===== config.mk =====
export PLATFORM = sky130hd
export DESIGN_NAME = lamp_conflict_monitor
export DESIGN_NICKNAME = d
export VERILOG_FILES = /design/src/rtl/lamp_pkg.sv /design/src/rtl/lamp_conflict_monitor_flash_gen.sv /design/src/rtl/lamp_conflict_monitor.sv
export SDC_FILE = /design/constraint.sdc
export NUM_CORES = 1
export LEC_CHECK = 0
export ABC_CLOCK_PERIOD_IN_PS = 4410
export CAP_MARGIN = 10
export CORE_UTILIZATION = 53
export CTS_CLUSTER_SIZE = 12
export DETAILED_ROUTE_END_ITERATION = 12
export PLACE_DENSITY_LB_ADDON = 0.3
export SLEW_MARGIN = 20
export SYNTH_ARGS = -nofsm -noshare
export SYNTH_HDL_FRONTEND = slang
export SYNTH_SLANG_ARGS = --single-unit

===== constraint.sdc =====
create_clock -name clk -period 4.41 [get_ports clk]
set_clock_uncertainty 0.05 [all_clocks]
set_input_delay 1.323 -clock clk [delete_from_list [all_inputs] [get_ports clk]]
set_output_delay 1.323 -clock clk [all_outputs]
set_load 0.01 [all_outputs]

===== src/rtl/lamp_pkg.sv =====
// Shared lamp encodings, fault codes, monitor state encoding and the legal
// lamp-sequence helpers for the lamp conflict monitor.
package lamp_pkg;

    typedef logic [0:2] lamp_t;

    localparam lamp_t LAMP_R   = 3'b100;
    localparam lamp_t LAMP_G   = 3'b010;
    localparam lamp_t LAMP_Y   = 3'b001;
    localparam lamp_t LAMP_OFF = 3'b000;

    localparam logic [2:0] FLT_NONE    = 3'd0;
    localparam logic [2:0] FLT_PATTERN = 3'd1;
    localparam logic [2:0] FLT_ORDER   = 3'd2;
    localparam logic [2:0] FLT_SHORT   = 3'd3;
    localparam logic [2:0] FLT_LONG    = 3'd4;

    localparam logic [1:0] ST_INIT  = 2'd0;
    localparam logic [1:0] ST_RUN   = 2'd1;
    localparam logic [1:0] ST_FAULT = 2'd2;

    // Successor in the R->G->Y->R sequence; anything illegal maps to OFF.
    function automatic lamp_t next_legal(input lamp_t lamp);
        lamp_t nxt;
        case (lamp)
            LAMP_R:  nxt = LAMP_G;
            LAMP_G:  nxt = LAMP_Y;
            LAMP_Y:  nxt = LAMP_R;
            default: nxt = LAMP_OFF;
        endcase
        return nxt;
    endfunction

    function automatic logic is_legal(input lamp_t lamp);
        return (lamp == LAMP_R) || (lamp == LAMP_G) || (lamp == LAMP_Y);
    endfunction

endpackage


===== src/rtl/lamp_conflict_monitor_flash_gen.sv =====
// Safe-mode flash phase generator: FLASH_HALF cycles on, FLASH_HALF cycles
// off, held at the start of the on phase while restart is asserted.
module flash_gen #(
    parameter int FLASH_HALF = 4
) (
    input  logic clk,
    input  logic rst,
    input  logic restart,
    output logic on_next
);

    localparam int CW = (FLASH_HALF > 1) ? $clog2(FLASH_HALF) : 1;

    logic [CW-1:0] cnt_q, cnt_d;
    logic          on_q, on_d;

    // NOTE: every combinational output gets a default first so no path infers a latch.
    always_comb begin
        cnt_d = cnt_q;
        on_d  = on_q;
        if (restart) begin
            cnt_d = '0;
            on_d  = 1'b1;
        end else if (cnt_q == CW'(FLASH_HALF - 1)) begin
            cnt_d = '0;
            on_d  = ~on_q;
        end else begin
            cnt_d = cnt_q + 1'b1;
        end
    end

    // The next phase is exported so the caller can register the lamp in step with it.
    assign on_next = on_d;

    // NOTE: sequential state uses non-blocking assignments only.
    always_ff @(posedge clk or posedge rst) begin
        if (rst) begin
            cnt_q <= '0;
            on_q  <= 1'b1;
        end else begin
            cnt_q <= cnt_d;
            on_q  <= on_d;
        end
    end

endmodule


===== src/rtl/lamp_conflict_monitor.sv =====
// Lamp conflict monitor: passes controller lamps through one cycle late,
// latches the first pattern/order/dwell fault and flashes red until cleared.
module lamp_conflict_monitor
    import lamp_pkg::*;
#(
    parameter int MIN_DWELL  = 2,
    parameter int MAX_DWELL  = 32,
    parameter int CNT_W      = 6,
    parameter int FLASH_HALF = 4
) (
    input  logic       clk,
    input  logic       rst,
    input  logic [0:2] light_in,
    input  logic       fault_clr,
    output logic [0:2] lamp_out,
    output logic       fault,
    output logic [2:0] fault_code,
    output logic [7:0] cycle_cnt
);

    logic [1:0]       state_q, state_d;
    lamp_t            prev_q, prev_d;
    logic [CNT_W-1:0] dwell_q, dwell_d;
    logic [2:0]       code_q, code_d;
    logic [7:0]       cycle_q, cycle_d;
    lamp_t            lamp_q, lamp_d;

    logic flash_restart;
    logic flash_on_next;

    logic in_legal;
    logic in_same;
    logic in_in_order;

    assign in_legal    = is_legal(light_in);
    assign in_same     = (light_in == prev_q);
    assign in_in_order = (light_in == next_legal(prev_q));

    // Hold the flash at its on phase outside FAULT and on the clearing edge.
    assign flash_restart = (state_q != ST_FAULT) || fault_clr;

    flash_gen #(
        .FLASH_HALF(FLASH_HALF)
    ) u_flash_gen (
        .clk    (clk),
        .rst    (rst),
        .restart(flash_restart),
        .on_next(flash_on_next)
    );

    always_comb begin
        state_d = state_q;
        prev_d  = prev_q;
        dwell_d = dwell_q;
        code_d  = code_q;
        cycle_d = cycle_q;
        lamp_d  = lamp_q;

        case (state_q)
            ST_INIT: begin
                if (!in_legal) begin
                    state_d = ST_FAULT;
                    code_d  = FLT_PATTERN;
                    lamp_d  = LAMP_R;
                end else begin
                    state_d = ST_RUN;
                    prev_d  = light_in;
                    dwell_d = CNT_W'(1);
                    lamp_d  = light_in;
                end
            end

            ST_RUN: begin
                if (!in_legal) begin
                    code_d = FLT_PATTERN;
                end else if (!in_same && !in_in_order) begin
                    code_d = FLT_ORDER;
                end else if (!in_same && (dwell_q < CNT_W'(MIN_DWELL))) begin
                    code_d = FLT_SHORT;
                end else if (in_same && (dwell_q >= CNT_W'(MAX_DWELL))) begin
                    code_d = FLT_LONG;
                end

                if (code_d != FLT_NONE) begin
                    state_d = ST_FAULT;
                    lamp_d  = LAMP_R;
                end else begin
                    lamp_d = light_in;
                    if (in_same) begin
                        if (dwell_q != CNT_W'(MAX_DWELL + 1)) begin
                            dwell_d = dwell_q + 1'b1;
                        end
                    end else begin
                        dwell_d = CNT_W'(1);
                        prev_d  = light_in;
                        if (prev_q == LAMP_Y) begin
                            cycle_d = cycle_q + 8'd1;
                        end
                    end
                end
            end

            ST_FAULT: begin
                if (fault_clr) begin
                    state_d = ST_INIT;
                    code_d  = FLT_NONE;
                    dwell_d = '0;
                    prev_d  = LAMP_OFF;
                    lamp_d  = LAMP_R;
                end else begin
                    lamp_d = flash_on_next ? LAMP_R : LAMP_OFF;
                end
            end

            default: begin
                state_d = ST_INIT;
                code_d  = FLT_NONE;
                dwell_d = '0;
                prev_d  = LAMP_OFF;
                lamp_d  = LAMP_R;
            end
        endcase
    end

    always_ff @(posedge clk or posedge rst) begin
        if (rst) begin
            state_q <= ST_INIT;
            prev_q  <= LAMP_OFF;
            dwell_q <= '0;
            code_q  <= FLT_NONE;
            cycle_q <= '0;
            lamp_q  <= LAMP_R;
        end else begin
            state_q <= state_d;
            prev_q  <= prev_d;
            dwell_q <= dwell_d;
            code_q  <= code_d;
            cycle_q <= cycle_d;
            lamp_q  <= lamp_d;
        end
    end

    assign lamp_out   = lamp_q;
    assign fault      = (state_q == ST_FAULT);
    assign fault_code = code_q;
    assign cycle_cnt  = cycle_q;

endmodule


; Word-level counts from Yosys, hierarchy flattened
; Index checks and enable logic that the tools add are counted.
[totals]
register_bits = 28
[classes]
n_eq_ne = 20
n_reduce_logical = 15
muxes = 32
magnitude_cmp = 2
n_addsub = 3
n_bitwise = 3
[ops]
columns = operator, count
row1 = 2-to-1 mux 3 bit, 14
row2 = one-hot mux 3 bit (3 select lines), 4
row3 = 2-to-1 mux 6 bit, 5
row4 = one-hot mux 6 bit (3 select lines), 1
row5 = "inequality test 2 bit, second input constant", 7
row6 = AND reduction 4 bit, 3
row7 = 2-to-1 mux 2 bit, 5
row8 = "adder 8 x 1 -> 8 bit, second input constant", 1
row9 = "adder 6 x 1 -> 6 bit, second input constant", 1
row10 = "equality test 3 x 1 -> 1 bit, second input constant", 2
row11 = "equality test 3 x 2 -> 1 bit, second input constant", 2
row12 = equality test 3 bit, 2
row13 = "equality test 3 bit, second input constant", 2
row14 = ">= comparator 6 bit, second input constant", 1
row15 = "< comparator 6 x 2 -> 1 bit, second input constant", 1
row16 = "inequality test 6 bit, second input constant", 1
row17 = one-hot mux 2 bit (3 select lines), 1
row18 = "equality test 2 bit, second input constant", 2
row19 = AND reduction 2 bit, 2
row20 = logical AND 1 bit, 3
row21 = logical OR 1 bit, 3
row22 = "inequality test 3 bit, second input constant", 1
row23 = NOT 1 bit, 3
row24 = nonzero test 3 bit, 1
row25 = 5 further kinds, 7

; Logic depth before layout (Yosys ltp)
; Gate-level depths: netlist (run 1).
[logic_depth]
ltp_word = 11
depth_mapped = 7
depth_no_buf = 6

; Cells and area by module
; From an unflattened synthesis (run 1), not the netlist that was laid out.
[hier_totals]
hier_cells = 174
area_unflattened_um2 = 1662.8
[by_module_without_submodules]
columns = mod, n_inst, cells_per_inst, area_each_um2, seq_area_each_um2
row1 = lamp_conflict_monitor, 1, 165, 1544.0, 626.9
row2 = flash_gen, 1, 9, 118.9, 76.3

; Least setup slack after synthesis (run 1)
; Ideal clock, no wire load.
[synth_path]
path_kind = in2reg
start = in light_in[1] in the netlist's numbering
end = reg cycle_q[1] (netlist: cycle_cnt[1])
t_required_ns = 4.232
t_arrival_ns = 2.964
n_path_buf = 1
cell_stages = 6
path_slack_ns = 1.268
setup_ns = 0.128
cell_sequence = buf_2 > xor2_1 > o41ai_1 > or4_4 > nor3_4 > mux2_1
[synth_via]
elab_chain_cells = 10
elab_cells_between_ends = 21
classes_between = eq/ne (5) / mux (5) / bitwise (2) / reduce/logical (9)
[synth_lines]
columns = item, line_no
row1 = start: declaration, lamp_conflict_monitor.sv:13  ; input logic [0:2] light_in,
row2 = equality test 3 bit, lamp_conflict_monitor.sv:36  ; assign in_same = (light_in == prev_q);
row3 = logical AND 1 bit or zero test 1 bit (tied branches), "lamp_conflict_monitor.sv:80, lamp_conflict_monitor.sv:76, lamp_conflict_monitor.sv:78"
row4 = 2-to-1 mux 3 bit or logical AND 1 bit (tied branches), "lamp_conflict_monitor.sv:80, lamp_conflict_monitor.sv:78"
row5 = 2-to-1 mux 3 bit, lamp_conflict_monitor.sv:78  ; end else if (!in_same && (dwell_q < CNT_W'(MIN_DWELL))) begin
row6 = 2-to-1 mux 3 bit, lamp_conflict_monitor.sv:76  ; end else if (!in_same && !in_in_order) begin
row7 = 2-to-1 mux 3 bit, lamp_conflict_monitor.sv:74  ; if (!in_legal) begin
row8 = 2-to-1 mux 3 bit, lamp_conflict_monitor.sv:59  ; case (state_q)
row9 = nonzero test 3 bit, lamp_conflict_monitor.sv:84  ; if (code_d != FLT_NONE) begin
row10 = NOT 1 bit (no source line), --
row11 = AND reduction 4 bit (no source line) (*), --
row12 = end signal: assignment, lamp_conflict_monitor.sv:138  ; cycle_q <= cycle_d;
row13 = end: declaration, lamp_conflict_monitor.sv:25  ; logic [7:0] cycle_q, cycle_d;
; Every way passes the cells marked *; elsewhere a longest branch is shown, timed or not. The select of a mux whose other input is x is not followed.
; A chain may end at the register's enable or synchronous reset.

; Worst setup path after layout (run 1)
[layout_path]
start = in light_in[1] in the netlist's numbering
end = reg dwell_q[0]
[layout_via]
elab_chain_cells = 10
elab_cells_between_ends = 25
classes_between = eq/ne (8) / mux (8) / reduce/logical (9)
[layout_lines]
columns = item, line_no
row1 = equality test 3 bit, lamp_conflict_monitor.sv:36
row2 = logical AND 1 bit or zero test 1 bit (tied branches), "lamp_conflict_monitor.sv:80, lamp_conflict_monitor.sv:76, lamp_conflict_monitor.sv:78"
row3 = 2-to-1 mux 3 bit or logical AND 1 bit (tied branches), "lamp_conflict_monitor.sv:80, lamp_conflict_monitor.sv:78"
row4 = 2-to-1 mux 3 bit, lamp_conflict_monitor.sv:78
row5 = 2-to-1 mux 3 bit, lamp_conflict_monitor.sv:76
row6 = 2-to-1 mux 3 bit, lamp_conflict_monitor.sv:74
row7 = 2-to-1 mux 3 bit, lamp_conflict_monitor.sv:59
row8 = nonzero test 3 bit, lamp_conflict_monitor.sv:84
row9 = inequality test 2 bit (no source line), --
row10 = AND reduction 4 bit (no source line), --
row11 = end signal: assignment, lamp_conflict_monitor.sv:136  ; dwell_q <= dwell_d;
row12 = end: declaration, lamp_conflict_monitor.sv:23  ; logic [CNT_W-1:0] dwell_q, dwell_d;
; Parallel ways exist; a longest one is shown, timed or not. The select of a mux whose other input is x is not followed.

==> summary.txt, run 1 <==
Clocking
  • CTS tree: built
  • Clock sinks: 28
  • TritonCTS Buffers: 3
  • Cts hold-fix bufs: 0
  • Clock-pin slew on the worst setup and hold paths: 0.14 ns
  • Clk buf depth: 2
  • Htree depth: 1
  • Cts repair resizes: 0
  • Post-CTS setup buffer count: 0
  • Insertion delay to the later sink of the worst-skew pair: 0.33 ns
  • Clock root buffer master: clkbuf_4

Die
  • Num ports: 21
  • Die area: 3070 µm²
  • Core Area: 2730 µm²
  • Initial Util: 55.4%
  • Row count: 19
  • Die Span X: 55.4 µm
  • Die Ht: 55.4 µm

Critical path
  • Crit path DAT: 3.71 ns
  • Critical Path RT: 4.61 ns
  • Setup CP Type: in2reg
  • Critical path peak fanout: 10
  • Crit path launch type: input port
  • Critical Path End Type: flip-flop

Finish
  • Post-layout util: 65.1%
  • Commonest non-fill, non-tap cell in the layout: dfrtp_1
  • Layout area overhead: 17.5%
  • Fillers: 234
  • Final #Nets: 184
  • Commonest non-fill, non-tap cells in the layout: 26 x dfrtp_1, 20 x clkdlybuf4s50_1, 15 x nand2_1
  • Fin cells: 204
  • Seq. cell area: 703 µm²
  • Layout cells sized above 1: 8.09%
  • Multi-input logic area: 778 µm²
  • Ant. Diodes: 0
  • Final instance area: 1780 µm²

Global route
  • Total gr overflow: 0
  • Vias in the first global route: 1159
  • First-pass GRT wire length: 5150 µm
  • GRT Total Usage: 21.0%
  • Initial antenna violation count: 0
  • Largest net degree at the start of global routing: 29

STA
  • Final Hold Fails: 0
  • Final min period: 3.51 ns
  • Count of final max-slew check failures: 0
  • Fmax: 285 MHz
  • Setup Viol. Count Final: 0
  • Tcrit/Tclk final: 79.6%
  • Post-route setup TNS: 0 ns
  • RSZ-0062 raised after global routing: false
  • Max-slew headroom: 61.3%
  • Slew @ Worst Pin: 0.580 ns

Route
  • 1st-iter DRT viols: 31
  • DRT antenna net count: 0
  • DRC viols: 0
  • Pre-antenna DRT Iters: 4
  • Post-DR wirelength/cell: 14.7 µm
  • Routed wire length: 3000 µm
  • Via density: 6.02
  • Vias: 1228

Status
  • Status: complete, no violations

Power
  • Clk network pwr share: 16.9%
  • Worst VDD drop: 272 µV
  • Logic pwr share: 35.6%
  • Total chip power: 749 µW
  • Sequential power share: 47.5%
  • Switch Pwr: 277 µW
  • Pwr dens: 421 nW/µm²
  • Switching share of total power: 37.0%
  • Pint: 472 µW
  • P_leak: 0.000773 µW

Logic synthesis
  • Post-synth ARST share: 100%
  • Syn Area/Cell: 10.0 µm²
  • Netlist cell types: 44
  • Post-synthesis sequential element count: 28
  • Yosys warning count: 0
  • EDFF count, synth: 0
  • Synth Net Count: 161
  • Post-synthesis cell count: 151
  • Netlist Area Pre-Place: 1510 µm²
  • Most used DFF post-synth: dfrtp_1
  • Register area share after synthesis: 46.4%

Place
  • Final GP Congestion: 0.871
  • I/O Buffers: 20
  • Placed Area: 1740 µm²
  • Detailed placer's ending HPWL: 2190 µm
  • Dpl cells: 200

Worst hold path
  • Worst Hold Class: reg2reg

Flow run
  • Max Cap Viol: 0
[synth_stat cells (2+ instances only)]
cell | number | area (µm²)
nor4_1 | 2 | 12.5
nand2b_1 | 2 | 12.5
and2_1 | 5 | 31.3
dfstp_2 | 2 | 52.6
nand4_1 | 2 | 12.5
a21oi_1 | 3 | 15.0
nor3b_1 | 2 | 15.0
xnor2_1 | 8 | 70.1
dfrtp_1 | 26 | 651
nand3_1 | 6 | 30.0
inv_1 | 6 | 22.5
ha_1 | 4 | 50.1
a22o_1 | 3 | 26.3
or2_2 | 2 | 12.5
o21ai_0 | 10 | 50.1
and3_1 | 3 | 18.8
nor2_1 | 8 | 30.0
buf_2 | 2 | 10.0
nor2b_1 | 7 | 43.8
nor3_1 | 3 | 15.0
a32o_1 | 2 | 20.0
a21o_1 | 2 | 15.0
o22a_1 | 3 | 26.3
nand2_1 | 15 | 56.3
xor2_1 | 4 | 35.0
[per-stage QoR]
step / setup slack [ns] / hold WS, ns
floorplan: 1.27 / 0.364
global placement: 0.619 / 0.376
detailed placement: 0.529 / 0.404
CTS: 0.901 / 0.423
global route: 0.641 / 0.443
finish: 0.899 / 0.413
[cells by family (layout without fill, tap and decap cells)]
group,after synthesis,in the layout,synth area share [%]
buffers and inverters,8,30,2.15
DFF,28,28,46.4
adders and majority gates,4,4,3.31
and+or+nand+nor,65,65,24.4
AOI/OAI and AO/OA,32,32,15.3
muxes,2,2,1.49
xor gates and xnor gates,12,12,6.94
[per-layer routing]
| metal | global-route usage [%] | vias to the layer above | wire length, µm |
|---|---|---|---|
| met3 | 3.28 | 5 | 100 |
| met1 | 26.8 | 603 | 1340 |
| met2 | 34.9 | 31 | 1500 |
| met5 | 0 | - | 0 |
| met4 | 10.0 | 0 | 56 |
| li1 | - | 589 | - |
[state kept, by name, summed over array words and instances (netlist names)]
register and cells:
state_q 2, cycle_cnt 8, fault_code 3, u_flash_gen.cnt_q 2, prev_q 3, lamp_out 3, dwell_q 6, u_flash_gen.on_q 1
[path summary, 6_finish.rpt]
check / cells after the start / startpoint / slack [ns] / endpoint
setup reg to reg: 4 / prev_q[1] / 1.97 / cycle_cnt[1]
max in group asynchronous: 2 / rst / 2.64 / lamp_out[0]
min in group asynchronous: 2 / rst / 1.30 / cycle_cnt[7]
setup / recovery: 7 / light_in[1] / 0.90 / dwell_q[0]
hold reg to reg: 1 / u_flash_gen.cnt_q[0] / 0.41 / u_flash_gen.cnt_q[0]
hold / removal: 1 / u_flash_gen.cnt_q[0] / 0.41 / u_flash_gen.cnt_q[0]
[power by group through the flow]
| stage | Clock [µW] | Combinational [µW] | Sequential [µW] |
|---|---|---|---|
| after floorplan | 0 | 179 | 350 |
| after global placement | 0 | 257 | 357 |
| after detailed placement | 0 | 264 | 359 |
| after CTS | 132 | 266 | 354 |
| after global routing | 139 | 293 | 362 |
| final | 127 | 266 | 355 |
[cell type report]
class	instances	share of cell area, %
multi-input cells	115	43.7
repair buffers	20	11.3
well taps	31	2.18
clock buffers	4	2.04
flip-flops and latches	28	39.5
inverters	6	1.27
[critical path, cell delays in order]
cell             delay [ns]
clkdlybuf4s50_1        0.65
xor2_1                 0.18
nor3_1                 0.51
o21bai_1               0.19
o21ai_0                0.49
a22oi_1                0.13
a221oi_1               0.24
Power figures use the tool's default switching activity.
==> run 2: changes to the inputs <==
--- a/config.mk
+++ b/config.mk
@@ -5,9 +5,9 @@
 export SDC_FILE = /design/constraint.sdc
 export NUM_CORES = 1
 export LEC_CHECK = 0
-export ABC_CLOCK_PERIOD_IN_PS = 4410
+export ABC_CLOCK_PERIOD_IN_PS = 2820
 export CAP_MARGIN = 10
-export CORE_UTILIZATION = 53
+export CORE_UTILIZATION = 48
 export CTS_CLUSTER_SIZE = 12
 export DETAILED_ROUTE_END_ITERATION = 12
 export PLACE_DENSITY_LB_ADDON = 0.3
==> constraint.sdc (replaced) <==
create_clock -name clk -period 2.82 [get_ports clk]
set_clock_uncertainty 0.05 [all_clocks]
set_input_delay 0.846 -clock clk [delete_from_list [all_inputs] [get_ports clk]]
set_output_delay 0.846 -clock clk [all_outputs]
set_load 0.01 [all_outputs]
==> summary.txt, run 2 (synthesis gave the netlist of run 1 again) <==
Status
  • Status: complete, no violations

Finish
  • Fillers: 242
  • Seq. cell area: 703 µm²
  • Ant. Diodes: 0
  • Layout cells sized above 1: 21.8%
  • Layout area overhead: 33.8%
  • Max FFs per register: 8
  • Multi-input logic area: 821 µm²
  • Commonest non-fill, non-tap cell in the layout: dfrtp_1
  • Commonest non-fill, non-tap cells in the layout: 26 x dfrtp_1, 24 x buf_4, 17 x clkdlybuf4s50_1
  • Final #Nets: 208
  • Fin cells: 241

Critical path
  • Worst Setup SP: light_in[2]
  • Crit path depth: 6
  • Worst path bufs/invs: 2
  • FF-to-FF path depth: 5
  • Setup CP Type: in2reg
  • Crit path DAT: 2.72 ns
  • Critical Path RT: 3.00 ns
  • Critical Path End Type: flip-flop
  • Crit path launch type: input port
  • R2R Setup Slk: 0.39 ns
  • Cell family with most CP delay: simple AND/OR/NAND/NOR gates
  • Reg-to-Reg Start: prev_q[1]
  • Critical path endpoint: cycle_cnt[1]
  • Critical Path, Cell by Cell: dlymetal6s2s_1, or4b_4, or4_4, nor3_4, buf_4, mux2_4
  • Max incr delay on CP: 0.56 ns
  • Critical path peak fanout: 4
  • R2r endpoint: cycle_cnt[1]
  • CP max-delay cell: or4_4

Die
  • Initial Util: 50.0%
  • Row count: 20
  • Die Span X: 58.2 µm
  • Die area: 3380 µm²
  • Die Ht: 58.2 µm
  • Num ports: 21
  • Core Area: 3030 µm²

Route
  • Vias: 1300
  • 1st-iter DRT viols: 40
  • Via density: 5.39
  • Routed wire length: 3330 µm
  • Post-DR wirelength/cell: 13.8 µm
  • DRT antenna net count: 0
  • DRC viols: 0
  • Pre-antenna DRT Iters: 4

Global route
  • Largest net degree at the start of global routing: 29
  • Vias in the first global route: 1291
  • Total gr overflow: 0
  • Initial antenna violation count: 0
  • GRT Total Usage: 22.1%
  • First-pass GRT wire length: 5630 µm

Clocking
  • CTS tree: built
  • Htree depth: 1
  • Clock root buffer master: clkbuf_4
  • TritonCTS Buffers: 3
  • Insertion delay to the later sink of the worst-skew pair: 0.32 ns
  • Clock sinks: 28
  • Clock-pin slew on the worst setup and hold paths: 0.14 ns
  • Clk buf depth: 2

STA
  • Final WS setup: 0.273 ns
  • Fmax: 393 MHz
  • Final Hold Fails: 0
  • Tcrit/Tclk final: 90.3%
  • Count of final max-slew check failures: 0
  • Post-route setup TNS: 0 ns
  • Max-slew headroom: 71.9%
  • Final min period: 2.55 ns
  • Setup Viol. Count Final: 0
  • Slew @ Worst Pin: 0.416 ns
  • RSZ-0062 raised after global routing: false

Place
  • Dpl cells: 235
  • Final GP Congestion: 0.864
  • Pre-CTS setup slack: -0.375 ns
  • Detailed placer's ending HPWL: 2520 µm
  • I/O Buffers: 20

Power
  • P_leak: 0.000927 µW
  • Pwr dens: 634 nW/µm²
  • Worst VDD drop: 373 µV

Flow run
  • Max Cap Viol: 0

Worst hold path
  • Worst Hold Class: reg2reg
==> run 2: worst min path at each step <==
stage | from | end | cells after the start
2_1_floorplan | u_flash_gen.cnt_q[0] | u_flash_gen.cnt_q[0] | 1
3_3_place_gp | u_flash_gen.cnt_q[0] | u_flash_gen.cnt_q[0] | 1
3_5_place_dp | u_flash_gen.cnt_q[0] | u_flash_gen.cnt_q[0] | 1
4_1_cts | u_flash_gen.cnt_q[0] | u_flash_gen.cnt_q[0] | 1
5_1_grt | u_flash_gen.cnt_q[0] | u_flash_gen.cnt_q[0] | 1
6_report | u_flash_gen.cnt_q[0] | u_flash_gen.cnt_q[0] | 1
==> run 2: cell type report <==
type,instances,share of cell area (%)
clock buffer,4,1.79
inverter,6,1.11
multi-input combinational,115,40.5
sequential,28,34.7
tap,44,2.72
timing repair buffer,44,19.1
==> run 2: where the power goes <==
part | internal [µW] | switching, µW
combinational | 281 | 254
sequential | 467 | 93.1
clock | 79.1 | 110
total | 827 | 458
==> run 2: what timing repair did <==
| item | 4_1_cts | 5_1_grt |
|---|---|---|
| resized for setup | 5 | 6 |
| pin swaps | 1 | 0 |
| hold buffers | 0 | 0 |
| endpoints found under the setup margin | 2 | 22 |
| hold endpoints to repair | 0 | 0 |
| setup buffers | 2 | 0 |
==> run 2: metrics by stage <==
stage          utilization, %  hold slack, ns  area [µm²]  total power, µW
2_1_floorplan               -           0.364        1510              827
3_3_place_gp             63.6           0.376        1920             1050
3_5_place_dp             63.6           0.386        1920             1070
4_1_cts                  66.2           0.404        2010             1270
5_1_grt                  66.9           0.423        2030             1380
6_report                 66.9           0.399        2030             1280
==> run 2: layer usage <==
| layer | routed length, µm | vias up | global-route usage [%] |
|---|---|---|---|
| li1 | - | 633 | - |
| met1 | 1520 | 630 | 28.0 |
| met2 | 1650 | 33 | 38.4 |
| met3 | 128 | 4 | 3.35 |
| met4 | 40 | 0 | 7.48 |
| met5 | 0 | - | 0 |
